[src/rtl/rst_seq_pkg.sv]
// Shared types for the staged reset sequencer.
package rst_seq_pkg;

  localparam int unsigned STATE_W = 3;

  typedef enum logic [STATE_W-1:0] {
    ST_HOLD      = 3'd0,
    ST_RELEASE   = 3'd1,
    ST_RUN       = 3'd2,
    ST_SW_ASSERT = 3'd3,
    ST_SW_WAIT   = 3'd4
  } rst_seq_state_t;

  // Index width for a given number of stages (at least one bit).
  function automatic int unsigned idx_width(input int unsigned stages);
    if (stages > 32'd1) begin
      return $clog2(stages);
    end else begin
      return 32'd1;
    end
  endfunction

endpackage

[src/rtl/rst_seq_sync.sv]
// Reset-deassertion synchroniser: cleared asynchronously, shifts in a 1 per edge.
module rst_seq_sync #(
  parameter int unsigned DEPTH = 2
) (
  input  logic clk_i,
  input  logic rst_n_i,
  output logic sync_o
);

  logic [DEPTH-1:0] sync_q;

  // Shift chain; output goes high on the DEPTH-th edge after rst_n_i release.
  always_ff @(posedge clk_i or negedge rst_n_i) begin
    if (!rst_n_i) begin
      sync_q <= {DEPTH{1'b0}};
    end else begin
      sync_q <= {sync_q[DEPTH-2:0], 1'b1};
    end
  end

  assign sync_o = sync_q[DEPTH-1];

endmodule

[src/rtl/rst_seq.sv]
// Staged reset sequencer: releases STAGES resets in ascending order with a
// programmable per-stage delay, and replays the sequence on a sw request.
module rst_seq
  import rst_seq_pkg::*;
#(
  parameter int unsigned STAGES     = 4,
  parameter int unsigned DLY_W      = 8,
  parameter int unsigned SYNC_DEPTH = 2,
  parameter int unsigned SW_HOLD    = 8
) (
  input  logic                    rst_seq_clk_ip,
  input  logic                    rst_seq_rst_n_ip,
  input  logic [STAGES*DLY_W-1:0] rst_seq_dly_ip,
  input  logic                    rst_seq_sw_req_ip,
  output logic                    rst_seq_sw_ack_op,
  output logic [STAGES-1:0]       rst_seq_rst_op,
  output logic                    rst_seq_done_op,
  output logic [2:0]              rst_seq_state_op
);

  localparam int unsigned IDX_W = idx_width(STAGES);

  logic                 sync_s;
  rst_seq_state_t       state_q, state_d;
  logic [IDX_W-1:0]     idx_q, idx_d;
  logic [IDX_W-1:0]     idx_inc_s;
  logic [DLY_W-1:0]     cnt_q, cnt_d;
  logic [STAGES-1:0]    rst_q, rst_d;
  logic                 done_q, done_d;
  logic                 ack_q, ack_d;
  logic [DLY_W-1:0]     dly_arr_s [STAGES];

  rst_seq_sync #(
    .DEPTH (SYNC_DEPTH)
  ) u_sync (
    .clk_i   (rst_seq_clk_ip),
    .rst_n_i (rst_seq_rst_n_ip),
    .sync_o  (sync_s)
  );

  for (genvar g = 0; g < STAGES; g++) begin : g_dly
    assign dly_arr_s[g] = rst_seq_dly_ip[g*DLY_W +: DLY_W];
  end

  assign idx_inc_s = idx_q + {{(IDX_W-1){1'b0}}, 1'b1};

  // Next-state logic: stage release walk and the sw request/ack handshake.
  always_comb begin
    state_d = state_q;
    idx_d   = idx_q;
    cnt_d   = cnt_q;
    rst_d   = rst_q;
    done_d  = done_q;
    ack_d   = ack_q;
    case (state_q)
      ST_HOLD: begin
        if (sync_s) begin
          state_d = ST_RELEASE;
          idx_d   = {IDX_W{1'b0}};
          cnt_d   = dly_arr_s[0];
        end else begin
          rst_d   = {STAGES{1'b1}};
        end
      end
      ST_RELEASE: begin
        if (cnt_q != {DLY_W{1'b0}}) begin
          // Counter only ever decrements from a loaded value, so it cannot wrap.
          cnt_d = cnt_q - {{(DLY_W-1){1'b0}}, 1'b1};
        end else begin
          rst_d[idx_q] = 1'b0;
          if (idx_q < IDX_W'(STAGES-1)) begin
            // The next delay field is sampled here, so edits to later stages apply.
            idx_d = idx_inc_s;
            cnt_d = dly_arr_s[idx_inc_s];
          end else begin
            state_d = ST_RUN;
            done_d  = 1'b1;
          end
        end
      end
      ST_RUN: begin
        if (rst_seq_sw_req_ip) begin
          state_d = ST_SW_ASSERT;
          rst_d   = {STAGES{1'b1}};
          done_d  = 1'b0;
          cnt_d   = DLY_W'(SW_HOLD-1);
        end else begin
          state_d = ST_RUN;
        end
      end
      ST_SW_ASSERT: begin
        if (cnt_q != {DLY_W{1'b0}}) begin
          cnt_d = cnt_q - {{(DLY_W-1){1'b0}}, 1'b1};
        end else begin
          state_d = ST_SW_WAIT;
          ack_d   = 1'b1;
        end
      end
      ST_SW_WAIT: begin
        if (!rst_seq_sw_req_ip) begin
          ack_d   = 1'b0;
          state_d = ST_RELEASE;
          idx_d   = {IDX_W{1'b0}};
          cnt_d   = dly_arr_s[0];
        end else begin
          ack_d   = 1'b1;
        end
      end
      default: begin
        state_d = ST_HOLD;
        idx_d   = {IDX_W{1'b0}};
        cnt_d   = {DLY_W{1'b0}};
        rst_d   = {STAGES{1'b1}};
        done_d  = 1'b0;
        ack_d   = 1'b0;
      end
    endcase
  end

  // State and output registers; reset asserts everything asynchronously.
  always_ff @(posedge rst_seq_clk_ip or negedge rst_seq_rst_n_ip) begin
    if (!rst_seq_rst_n_ip) begin
      state_q <= ST_HOLD;
      idx_q   <= {IDX_W{1'b0}};
      cnt_q   <= {DLY_W{1'b0}};
      rst_q   <= {STAGES{1'b1}};
      done_q  <= 1'b0;
      ack_q   <= 1'b0;
    end else begin
      state_q <= state_d;
      idx_q   <= idx_d;
      cnt_q   <= cnt_d;
      rst_q   <= rst_d;
      done_q  <= done_d;
      ack_q   <= ack_d;
    end
  end

  assign rst_seq_rst_op    = rst_q;
  assign rst_seq_done_op   = done_q;
  assign rst_seq_sw_ack_op = ack_q;
  assign rst_seq_state_op  = state_q;

endmodule

[config.mk]
export PLATFORM = sky130hd
export DESIGN_NAME = rst_seq
export DESIGN_NICKNAME = d
export VERILOG_FILES = /design/src/rtl/rst_seq_pkg.sv /design/src/rtl/rst_seq_sync.sv /design/src/rtl/rst_seq.sv
export SDC_FILE = /design/constraint.sdc
export NUM_CORES = 1
export LEC_CHECK = 0
export ABC_AREA = 1
export CAP_MARGIN = 20
export CORE_ASPECT_RATIO = 1.4
export CORE_UTILIZATION = 45
export CTS_CLUSTER_SIZE = 40
export DETAILED_ROUTE_END_ITERATION = 8
export PLACE_DENSITY = 0.83
export SETUP_SLACK_MARGIN = 0.02
export SLEW_MARGIN = 25
export SYNTH_ARGS = -nofsm -noshare
export SYNTH_HDL_FRONTEND = slang
export SYNTH_HIERARCHICAL = 1
export SYNTH_SLANG_ARGS = --single-unit
[constraint.sdc]
create_clock -name rst_seq_clk_ip -period 3.5 [get_ports rst_seq_clk_ip]
set_clock_uncertainty 0.05 [all_clocks]
set_input_delay 0.35 -clock rst_seq_clk_ip [delete_from_list [all_inputs] [get_ports rst_seq_clk_ip]]
set_output_delay 0.35 -clock rst_seq_clk_ip [all_outputs]
set_load 0.03 [all_outputs]
==> results.py <==
metrics = {
    "route": {
        "wire_per_inst_um": 11.6,
        "wl_met2_um": 2320,
        "top_layer_used": "met4",
        "num_vias": 1852,
        "wl_met1_um": 1760,
        "wl_met3_um": 138,
        "route.detailed.drc": 0,
        "routed_wl_um": 4290,
        "viasPerCell": 5.02,
        "ant_nets": 0,
        "drtPass1Iterations": 4,
        "drt-initial-drc-count": 50,
    },
    "clock_network": {
        "htree_levels": 1,
        "clk_latency_ps": 270,
        "clock-root-buffer": "clkbuf_8",
        "cts_hold_buffers": 0,
        "path_clk_slew_ps": 90,
        "clock_path_buffers": 2,
        "cts_tree": "done",
        "cts_buffers": 3,
        "cts.sink_count": 21,
        "post_cts_resized": 0,
        "cts_setup_buffers": 0,
    },
    "finish": {
        "antenna_cells": 0,
        "syn_to_final_growth_pct": 29.5,
        "fin_util_pct": 61.0,
        "layout-drive-gt1-share_pct": 6.73,
        "nets": 368,
        "instances_no_fill": 369,
    },
    "logic_synthesis": {
        "synth_cells": 283,
        "yosysWarningCount": 6,
        "avgSynthCellArea_um2": 6.11,
        "synth_seq_cells": 21,
        "seq_area_frac_synth_pct": 30.7,
        "synth_fp_nets": 323,
        "synth.distinct_cells": 23,
        "syn_area_um2": 1730,
    },
    "hold_path": {
        "hold_class": "in2async",
    },
    "critical_path": {
        "worstSetupPathType": "reg2reg",
        "cp_max_fo": 18,
        "end_kind": "register",
        "crit_required_ps": 3610,
        "critPathArrivalTime_ps": 2270,
        "cp-start-kind": "register",
    },
    "timing": {
        "setup_viol": 0,
        "timing.final.crit_share_pct": 61.5,
        "rsz0062_at_grt": "no",
        "hold_violations": 17,
        "finalSetupTns_ps": 0,
        "slew_headroom_pct": 59.5,
        "fmax_mhz": 464,
        "worst_slew_pin_slew_ps": 601,
        "setup_ws_ps": 1350,
        "period_minus_slack_ps": 2150,
        "holdWs_ps": -16.9,
        "drv_slew": 0,
    },
    "grt": {
        "grt_overflow": 0,
        "grt_usage_pct": 23.2,
        "antenna_found_initial": 0,
        "grt_start_max_net_pins": 22,
        "grt_first_pass_wirelength_um": 6980,
        "grt_pass1_vias": 1736,
    },
    "die": {
        "core_um2": 3680,
        "start_util_pct": 47.1,
        "die_h_um": 75.4,
        "rows": 26,
        "die_x_um": 54.4,
        "io_pins": 44,
        "die-area_um2": 4100,
    },
    "pwr": {
        "leakagePower_nw": 1.22,
        "finalPower_mw": 1.56,
        "p_per_area_nw_per_um2": 694,
        "irDropWorstVdd_mv": 0.433,
    },
    "placed_design": {
        "dp_hpwl_um": 3370,
        "place_ws_ps": 1360,
        "port_buffers": 43,
        "dp_cells": 365,
        "gp_congestion": 0.882,
    },
    "run_status": {
        "status": "finished, violations left",
        "violations": "hold timing",
    },
    "run": {
        "drv_cap": 0,
    },
}
## layer usage
layer	track usage (%)	vias up
met3	3.19	7
met1	26.7	829
li1	-	962
met5	0	-
met2	42.0	54
met4	9.12	0
## sequential cells by signal (all words and copies together) (netlist names)
name,count
cnt_q,8
idx_q,2
rst_seq_done_op,1
rst_seq_rst_op,4
rst_seq_state_op,3
rst_seq_sw_ack_op,1
u_sync/sync_q,2
## metrics by stage
step | area, µm² | hold slack [ps]
2_1_floorplan | 1730 | 4.41
3_3_place_gp | 2200 | 285
3_5_place_dp | 2200 | 286
4_1_cts | 2250 | 304
5_1_grt | 2240 | 20.5
6_report | 2240 | -16.9
## cell type report
cell class | instances | area (µm²)
fill | 349 | 1440
multi-input combinational | 212 | 1010
sequential | 21 | 531
timing repair buffer | 44 | 433
inverter | 46 | 173
tap | 42 | 52.6
clock buffer | 3 | 41.3
clock inverter | 1 | 5.00
## synth_stat cells
| master | instances | area share (%) |
|---|---|---|
| inv_2 | 2 | 0.43 |
| nor3_2 | 2 | 1.2 |
| nand2_4 | 2 | 1.3 |
| dfstp_2 | 4 | 6.1 |
| o21a_1 | 2 | 0.87 |
| dfrtp_1 | 17 | 25 |
| nand3_4 | 2 | 2.0 |
| nor2_4 | 1 | 0.65 |
| conb_1 | 1 | 0.22 |
| nand4_1 | 3 | 1.1 |
| inv_1 | 44 | 9.5 |
| buf_4 | 1 | 0.43 |
| ha_1 | 5 | 3.6 |
| buf_2 | 2 | 0.58 |
| or2_2 | 1 | 0.36 |
| nor3_4 | 1 | 0.94 |
| xor2_1 | 2 | 1.0 |
| nand2_1 | 114 | 25 |
| nand3_1 | 35 | 10 |
| nor2_1 | 28 | 6.1 |
| o21ai_0 | 12 | 3.5 |
| a31o_2 | 1 | 0.51 |
| buf_1 | 1 | 0.22 |
## power by group
group | leakage, nW | switching [mW] | internal, mW | total (mW)
clock network | 0.0255 | 0.0894 | 0.0797 | 0.169
logic | 0.943 | 0.614 | 0.357 | 0.972
registers | 0.253 | 0.0762 | 0.338 | 0.415
## cells by family after synthesis
group	after synthesis	synth area share, %
AOI/OAI and AO/OA	15	4.84
xor gates and xnor gates	2	1.01
adders and majority gates	5	3.62
buffers and inverters	50	11.2
DFF	21	30.7
other	1	0.217
and+or+nand+nor	189	48.4
## critical path: stages (launching register included)
cell and delay, ps:
dfrtp_1 380, inv_1 370, ha_1 430, inv_1 270, nand2_1 90, nand2_1 60
nor2_1 40, nor2_1 170, nand2_1 70, nand2_1 60, nand2_1 40
## placed cells by master (no fill, tap or decap)
master	Yosys	routed
nor2_1	28	28
clkdlybuf4s50_1	0	42
nand3_1	35	35
conb_1	1	1
nor2_4	1	1
nor3_2	2	2
o21ai_0	12	12
inv_2	2	2
nand2_1	114	114
ha_1	5	5
xor2_1	2	2
buf_2	2	1
nand2_4	2	2
clkbuf_8	0	3
o21a_1	2	2
nand3_4	2	2
nand4_1	3	3
dfstp_2	4	4
or2_2	1	1
dfrtp_1	17	17
clkinv_2	0	1
nor3_4	1	1
a31o_2	1	1
buf_4	1	1
inv_1	44	44
## path summary, 6_finish.rpt
check                        cells past startpoint  slack (ps)        startpoint                end
setup / recovery                                10        1350          idx_q[0]           cnt_q[1]
hold / removal                                   1         -20  rst_seq_rst_n_ip           cnt_q[2]
setup reg to reg                                10        1350          idx_q[0]           cnt_q[1]
hold reg to reg                                  0         300  u_sync/sync_q[0]   u_sync/sync_q[1]
max in group asynchronous                        1        3050  rst_seq_rst_n_ip  rst_seq_rst_op[0]
min in group rst_seq_clk_ip                      0         300  u_sync/sync_q[0]   u_sync/sync_q[1]
(Power assumes the default switching activity.)
